## src/rtl/ready_req_scheduler_if.sv

```systemverilog
// Handshake bundle between the ready/request scheduler and its environment
// (shared resource on one side, N requesters on the other).
// master: the scheduler itself; slave: resource + requesters (or a bench).
interface ready_req_scheduler_if #(
    parameter int N_CLIENTS = 4,
    parameter int IDW       = $clog2(N_CLIENTS)
);
    logic                 res_ready;
    logic                 res_request;
    logic [N_CLIENTS-1:0] cl_pending;
    logic [N_CLIENTS-1:0] cl_request;
    logic [N_CLIENTS-1:0] grant;
    logic                 busy;
    logic                 timeout;
    logic [IDW-1:0]       err_id;
    logic                 ready_lost;

    modport master (
        input  res_ready, cl_pending, cl_request,
        output res_request, grant, busy, timeout, err_id, ready_lost
    );

    modport slave (
        output res_ready, cl_pending, cl_request,
        input  res_request, grant, busy, timeout, err_id, ready_lost
    );
endinterface

```

## src/rtl/ready_req_scheduler.sv

```systemverilog
// Round-robin scheduler: forwards each resource-ready pulse to one pending
// client as a one-cycle grant, then forwards that client's request back to
// the resource as res_request.
// Optional macro READY_REQ_SCHED_TIMEOUT_EN: when defined, the client must
// answer within 1..WINDOW cycles after its grant, otherwise timeout pulses and
// err_id records the client. When undefined, WAIT lasts until the request.
//
// state | meaning
// IDLE  | waiting for a ready (new or buffered) and a pending client
// GRANT | one-cycle grant pulse to the selected client
// WAIT  | waiting for the selected client's request
module ready_req_scheduler #(
    parameter int N_CLIENTS = 4,
    parameter int WINDOW    = 10
) (
    input  logic                    clk,
    input  logic                    rst_n,
    ready_req_scheduler_if.master   bus
);
    localparam int IDW = $clog2(N_CLIENTS);

    if (N_CLIENTS < 2 || N_CLIENTS > 16 || WINDOW < 1) begin : g_param_check
        $error("ready_req_scheduler: bad N_CLIENTS/WINDOW");
    end

    typedef enum logic [1:0] {S_IDLE, S_GRANT, S_WAIT} state_t;

    state_t               state, state_nx;
    logic [IDW-1:0]       ptr, ptr_nx;
    logic [IDW-1:0]       sel, sel_nx, sel_inc;
    logic [IDW-1:0]       winner, idx;
    logic                 found;
    logic                 consume;
    logic                 rdy_pend, rdy_pend_nx;
    logic [N_CLIENTS-1:0] grant_q, grant_nx;
    logic                 res_request_q, res_request_nx;
    logic                 busy_q, busy_nx;
    logic                 lost_q, lost_nx;

`ifdef READY_REQ_SCHED_TIMEOUT_EN
    localparam int CW = $clog2(WINDOW + 1);
    logic [CW-1:0]        cnt, cnt_nx;
    logic                 timeout_q, timeout_nx;
    logic [IDW-1:0]       err_id_q, err_id_nx;
`endif

    // Next round-robin start point after serving sel, wrapping explicitly
    // so non-power-of-two client counts work.
    assign sel_inc = (sel == IDW'(N_CLIENTS - 1)) ? '0 : sel + 1'b1;

    // First pending client searching upward from ptr with wrap-around.
    always_comb begin
        winner = '0;
        found  = 1'b0;
        idx    = '0;
        for (int i = 0; i < N_CLIENTS; i++) begin
            idx = IDW'((int'(ptr) + i) % N_CLIENTS);
            if (!found && bus.cl_pending[idx]) begin
                winner = idx;
                found  = 1'b1;
            end
        end
    end

    // Next-state, ready buffering and next values of all registered outputs.
    always_comb begin
        state_nx       = state;
        ptr_nx         = ptr;
        sel_nx         = sel;
        grant_nx       = '0;
        res_request_nx = 1'b0;
        lost_nx        = lost_q;
        consume        = 1'b0;
`ifdef READY_REQ_SCHED_TIMEOUT_EN
        cnt_nx         = cnt;
        timeout_nx     = 1'b0;
        err_id_nx      = err_id_q;
`endif
        case (state)
            S_IDLE: begin
                if ((rdy_pend || bus.res_ready) && found) begin
                    consume  = 1'b1;
                    sel_nx   = winner;
                    grant_nx = {{(N_CLIENTS-1){1'b0}}, 1'b1} << winner;
                    state_nx = S_GRANT;
                end
            end
            S_GRANT: begin
                state_nx = S_WAIT;
`ifdef READY_REQ_SCHED_TIMEOUT_EN
                cnt_nx   = CW'(1);
`endif
            end
            S_WAIT: begin
                if (bus.cl_request[sel]) begin
                    res_request_nx = 1'b1;
                    ptr_nx         = sel_inc;
                    state_nx       = S_IDLE;
                end
`ifdef READY_REQ_SCHED_TIMEOUT_EN
                else if (cnt == CW'(WINDOW)) begin
                    timeout_nx = 1'b1;
                    err_id_nx  = sel;
                    ptr_nx     = sel_inc;
                    state_nx   = S_IDLE;
                end else begin
                    cnt_nx = cnt + 1'b1;
                end
`endif
            end
            default: state_nx = S_IDLE;
        endcase

        // A ready arriving while the buffered one is being consumed takes its
        // place; only an unconsumed buffered ready can be overrun.
        if (consume) begin
            rdy_pend_nx = rdy_pend & bus.res_ready;
        end else begin
            rdy_pend_nx = rdy_pend | bus.res_ready;
            if (rdy_pend && bus.res_ready) lost_nx = 1'b1;
        end

        busy_nx = (state_nx != S_IDLE);
    end

    // State and output registers with synchronous active-low reset.
    always_ff @(posedge clk) begin
        if (!rst_n) begin
            state         <= S_IDLE;
            ptr           <= '0;
            sel           <= '0;
            rdy_pend      <= 1'b0;
            grant_q       <= '0;
            res_request_q <= 1'b0;
            busy_q        <= 1'b0;
            lost_q        <= 1'b0;
`ifdef READY_REQ_SCHED_TIMEOUT_EN
            cnt           <= '0;
            timeout_q     <= 1'b0;
            err_id_q      <= '0;
`endif
        end else begin
            state         <= state_nx;
            ptr           <= ptr_nx;
            sel           <= sel_nx;
            rdy_pend      <= rdy_pend_nx;
            grant_q       <= grant_nx;
            res_request_q <= res_request_nx;
            busy_q        <= busy_nx;
            lost_q        <= lost_nx;
`ifdef READY_REQ_SCHED_TIMEOUT_EN
            cnt           <= cnt_nx;
            timeout_q     <= timeout_nx;
            err_id_q      <= err_id_nx;
`endif
        end
    end

    assign bus.grant       = grant_q;
    assign bus.res_request = res_request_q;
    assign bus.busy        = busy_q;
    assign bus.ready_lost  = lost_q;
`ifdef READY_REQ_SCHED_TIMEOUT_EN
    assign bus.timeout     = timeout_q;
    assign bus.err_id      = err_id_q;
`else
    assign bus.timeout     = 1'b0;
    assign bus.err_id      = '0;
`endif
endmodule
```

## src/flat_wrapper.sv

```systemverilog
// flat-port wrapper written by rule: the top's interface ports become plain ports
module ready_req_scheduler_flat 
#(
    parameter int N_CLIENTS = 4,
    parameter int WINDOW    = 10
)
  (clk, rst_n, bus_res_ready, bus_cl_pending, bus_cl_request, bus_res_request, bus_grant, bus_busy, bus_timeout, bus_err_id, bus_ready_lost);
  ready_req_scheduler_if #(.N_CLIENTS(N_CLIENTS)) bus_i ();
  input  logic clk;
  input  logic rst_n;
  input wire logic [$bits(bus_i.res_ready)-1:0] bus_res_ready;
  input wire logic [$bits(bus_i.cl_pending)-1:0] bus_cl_pending;
  input wire logic [$bits(bus_i.cl_request)-1:0] bus_cl_request;
  output wire logic [$bits(bus_i.res_request)-1:0] bus_res_request;
  output wire logic [$bits(bus_i.grant)-1:0] bus_grant;
  output wire logic [$bits(bus_i.busy)-1:0] bus_busy;
  output wire logic [$bits(bus_i.timeout)-1:0] bus_timeout;
  output wire logic [$bits(bus_i.err_id)-1:0] bus_err_id;
  output wire logic [$bits(bus_i.ready_lost)-1:0] bus_ready_lost;
  assign bus_i.res_ready = bus_res_ready;
  assign bus_i.cl_pending = bus_cl_pending;
  assign bus_i.cl_request = bus_cl_request;
  assign bus_res_request = bus_i.res_request;
  assign bus_grant = bus_i.grant;
  assign bus_busy = bus_i.busy;
  assign bus_timeout = bus_i.timeout;
  assign bus_err_id = bus_i.err_id;
  assign bus_ready_lost = bus_i.ready_lost;
  ready_req_scheduler #(.N_CLIENTS(N_CLIENTS), .WINDOW(WINDOW)) u_core (.clk(clk), .rst_n(rst_n), .bus(bus_i));
endmodule
```

## config.mk

```make
export PLATFORM = sky130hd
export DESIGN_NAME = ready_req_scheduler_flat
export DESIGN_NICKNAME = d
export VERILOG_FILES = /design/src/rtl/ready_req_scheduler_if.sv /design/src/rtl/ready_req_scheduler.sv /design/src/flat_wrapper.sv
export SDC_FILE = /design/constraint.sdc
export NUM_CORES = 1
export LEC_CHECK = 0
export CORE_UTILIZATION = 47
export DETAILED_ROUTE_END_ITERATION = 6
export GPL_TIMING_DRIVEN = 0
export PLACE_DENSITY = 0.81
export SLEW_MARGIN = 20
export SYNTH_ARGS = -nofsm -noshare
export SYNTH_HDL_FRONTEND = slang
export SYNTH_SLANG_ARGS = --single-unit
```

## constraint.sdc

```tcl
create_clock -name clk -period 3.6 [get_ports clk]
set_input_delay 0.54 -clock clk [delete_from_list [all_inputs] [get_ports clk]]
set_output_delay 0.54 -clock clk [all_outputs]
set_load 0.1 [all_outputs]
```

Yosys cells after proc, flatten, opt, wreduce, memory -nomap -nowiden

Index checks and enable logic that the tools add are counted.

Output and inout bits: 10
Register bits: 14

Equality and inequality tests: 3
Muxes and demuxes: 26
Bitwise logic cells: 3
Magnitude comparators: 5
Reduce and logical (&&, ||, !) cells: 16
Add/sub/neg operators: 4
Shift-type cells: 1

Operators by type and width:

| kind                  | count |
|---|---|
| $lt A2 B3 Y1 const B  | 5 |
| $mux W2               | 7 |
| $mux W1               | 13 |
| $bmux W1 S2           | 5 |
| $reduce_and A2 Y1     | 4 |
| $pmux W2 S3           | 1 |
| $logic_and A1 B1 Y1   | 5 |
| $add A2 B1 Y2 const B | 2 |
| $add A2 B2 Y2 const B | 2 |
| $eq A2 B2 Y1 const B  | 2 |
| $shl A1 B2 Y4 const A | 1 |
| $logic_not A1 Y1      | 3 |
| $reduce_and A3 Y1     | 1 |
| $eq A2 B1 Y1 const B  | 1 |
| $logic_not A2 Y1      | 1 |
| $reduce_bool A2 Y1    | 1 |
| $and A1 B1 Y1         | 1 |
| $logic_or A1 B1 Y1    | 1 |
| $not A1 Y1            | 1 |
| $or A1 B1 Y1          | 1 |

Depth between registers and ports, before layout

Word-level depth: 17
Mapped depth: 6

Worst setup path before layout

Ideal clock, no wire load.

Path kind: reg2out
Start point: register u_core.lost_q, in the netlist u_core.bus.ready_lost
End point: output port bus_ready_lost
Data required time: 3060 ps
Cell stages (with the launch flop): 1
Data arrival time: 925 ps
Slack: 2135 ps
Path through: dfxtp_1

RTL lines:

| element                | line                       | text |
|---|---|---|
| from (decl)            | ready_req_scheduler.sv:38  | `logic lost_q, lost_nx;` |
| from (signal assigned) | ready_req_scheduler.sv:150 | `lost_q <= lost_nx;` |
| to (decl)              | flat_wrapper.sv:19         | `output wire logic [$bits(bus_i.ready_lost)-1:0] bus_ready_lost;` |

No word-level cell between the ends.

Final worst setup path

Start point: register u_core.lost_q, in the netlist u_core.bus.ready_lost
End point: output port bus_ready_lost

No word-level cell between the ends.

==> run summary <==
status -> complete, no violations
Reg2Reg Launch Point -> u_core.state[1]
asr flop ratio synth -> 0%
worst slew pin tran -> 0.9637 ns
setup TNS -> 0 ns
crit path capture type -> output port
# DRC -> 0
Synth Warn # -> 0
worst r2r dst -> u_core.ptr[0]
mean number of vias per cell -> 5.273
Max-slew headroom -> 35.55%
WHS Path Cells -> 1
Initial Utilization -> 51.19%
Max-Cap Viols -> 0
EDFF count, synth -> 0
final wirelength -> 1.279 mm
layout cells sized above 1 -> 17.89%
Clock Tree Buf Depth -> 2
CP max FO -> 2
I/O pins -> 21
largest net degree at the start of global routing -> 11
GRT Util Overall -> 19.84%
number of library cell types mapped by synthesis -> 34
flop-to-flop setup slack -> 2.26 ns
Final Hold Fails -> 0
Post-synth top cells -> 14 x dfxtp_1, 7 x nand2_1, 5 x nor2_1
Post-CTS Setup Repair Bufs -> 0
period utilisation layout -> 63.82%
Fmax -> 435.3 MHz
Hold EP -> u_core.bus.ready_lost
initial antenna violation count -> 0
DIE WIDTH -> 39.88 microns
WS Path Type -> reg2out
hold buffers post-CTS -> 0
Worst EP arrival -> 1.76 ns
minimum clock period -> 2.297 ns
Hold Crit Start -> u_core.bus.ready_lost
Layout Skew -> 0.001847 ns
Num CTS Buffers -> 3
slowest CP cell -> clkdlybuf4s50_1
post-synthesis register bit count -> 14
routability cong. -> 0.7577
Yosys top cell area share -> 41.56%
via total after detailed routing -> 580
core region area -> 1318 sq um
CTS tree -> yes
Mapped Area -> 674.4 sq um
I/O Buffers -> 17
final setup fails -> 0
die area -> 1590 sq um
critical path required time -> 3.06 ns
LEAKAGE -> 0.3468 nW
count of non-filler cells in the finished layout -> 110
Clock Latency Late Sink -> 0.28 ns
Layout area overhead -> 34.51%
largest cells by area after synthesis -> dfxtp_1 42%, nor3b_1 4.5%, nand2_1 3.9%
CTS Sinks -> 14
R2R cell count -> 3
Max VDD drop -> 0.2449 mV
diode count -> 0
number of global-route vias before repair -> 495
NumNets Final -> 108
Synth Instances -> 72
grt total ovfl -> 0
max-slew violations -> 0
first-pass GRT wire length -> 2.028 mm
CP delay by family, top -> buffers and inverters
RSZ-0062 raised after global routing -> no
pre-CTS WS -> 1.505 ns
Syn Area/Cell -> 9.367 sq um
register area share after synthesis -> 41.56%
leading register cell type out of synthesis -> dfxtp_1
FP Rows -> 13
residual antenna-violating net count after detailed routing -> 0
Buf+Inv Stages, Crit Path -> 1
Setup WS post-layout -> 1.303 ns
crit path cell chain -> clkdlybuf4s50_1
Avg WL per Cell -> 11.63 microns
hpwl dp -> 1.007 mm
Die Y -> 39.88 microns
area leader, netlist -> dfxtp_1
clk root buf -> clkbuf_4
# resized after CTS -> 0
First DRT Iteration DRCs -> 13
H-Tree Depth -> 1
clock slew at reported path FFs -> 0.09 ns
Inst Count DP -> 106
crit start category -> register
top-count cell post-synth -> dfxtp_1
pwr dens -> 428.8 nW/um^2
max incr delay on CP -> 1.13 ns
hold crit path type -> reg2reg
1st-pass router iterations -> 4
power by group:
part           internal (mW)  total [mW]  switching [mW]
registers              0.164       0.172         0.00812
clock network         0.0615       0.115          0.0538
logic                 0.0361       0.102          0.0660
total                  0.261       0.389           0.128
cell usage in the layout, fill, tap and decap left out, types with 2 or more instances in the layout:
| cell type | instances |
|---|---|
| nor2b_1 | 3 |
| dfxtp_1 | 14 |
| clkdlybuf4s50_1 | 17 |
| conb_1 | 3 |
| o21ai_0 | 4 |
| nor2_1 | 5 |
| nor3b_1 | 4 |
| clkbuf_4 | 3 |
| a21oi_1 | 2 |
| mux2i_1 | 2 |
| buf_4 | 3 |
| a211oi_1 | 2 |
| nand2_1 | 7 |
| o21a_1 | 2 |
| and2_1 | 2 |
how the worst max path moves through the flow:
stage,endpoint,startpoint,depth (start not counted),slack (ns)
detailed placement,u_core.sel[0],bus_cl_pending[0],7,1.50
global placement,u_core.sel[0],bus_cl_pending[0],7,1.52
CTS,bus_ready_lost,u_core.bus.ready_lost,1,1.30
global route,bus_ready_lost,u_core.bus.ready_lost,1,1.26
finish,bus_ready_lost,u_core.bus.ready_lost,1,1.30
floorplan,bus_ready_lost,u_core.bus.ready_lost,0,2.14
sequential cells by signal, indices dropped and copies added (netlist names):
signal                  cells
u_core.bus.busy             1
u_core.bus.grant            4
u_core.bus.ready_lost       1
u_core.bus.res_request      1
u_core.ptr                  2
u_core.rdy_pend             1
u_core.sel                  2
u_core.state                2
per-stage QoR:
step | area, sq um | utilization, % | hold slack, ns | total power, mW
after floorplan | 681.9 | - | 0.4498 | 0.2501
after global placement | 870.8 | 66.10 | 0.4479 | 0.2755
after detailed placement | 870.8 | 66.10 | 0.4594 | 0.2776
after CTS | 907.1 | 68.85 | 0.4977 | 0.3895
after global routing | 907.1 | 68.85 | 0.5157 | 0.4058
final | 907.1 | 68.85 | 0.4944 | 0.3890
layout make-up:
class / count / area [sq um]
buffer: 4 / 27.53
sequential: 14 / 280.3
inverter: 1 / 3.754
tap: 15 / 18.77
multi-input combinational: 55 / 370.4
timing repair buffer: 17 / 170.2
fill: 115 / 410.4
clock buffer: 4 / 36.28
cell families after synthesis:
group,after synthesis,share of synthesized area (%)
compound gates,15,16.33
fa+ha+maj,1,1.855
buf+inv,5,4.637
flops,14,41.56
mux,2,2.969
other cells,1,0.5561
simple gates,34,32.10
metal layers:
metal / global-route usage [%] / up-vias / routed length [microns]
li1: - / 299 / -
met1: 23.63 / 268 / 607
met2: 33.06 / 13 / 632
met3: 5.114 / 0 / 39
met4: 7.759 / 0 / 0
met5: 0 / - / 0
No activity file was read; power rests on OpenSTA's default activity.
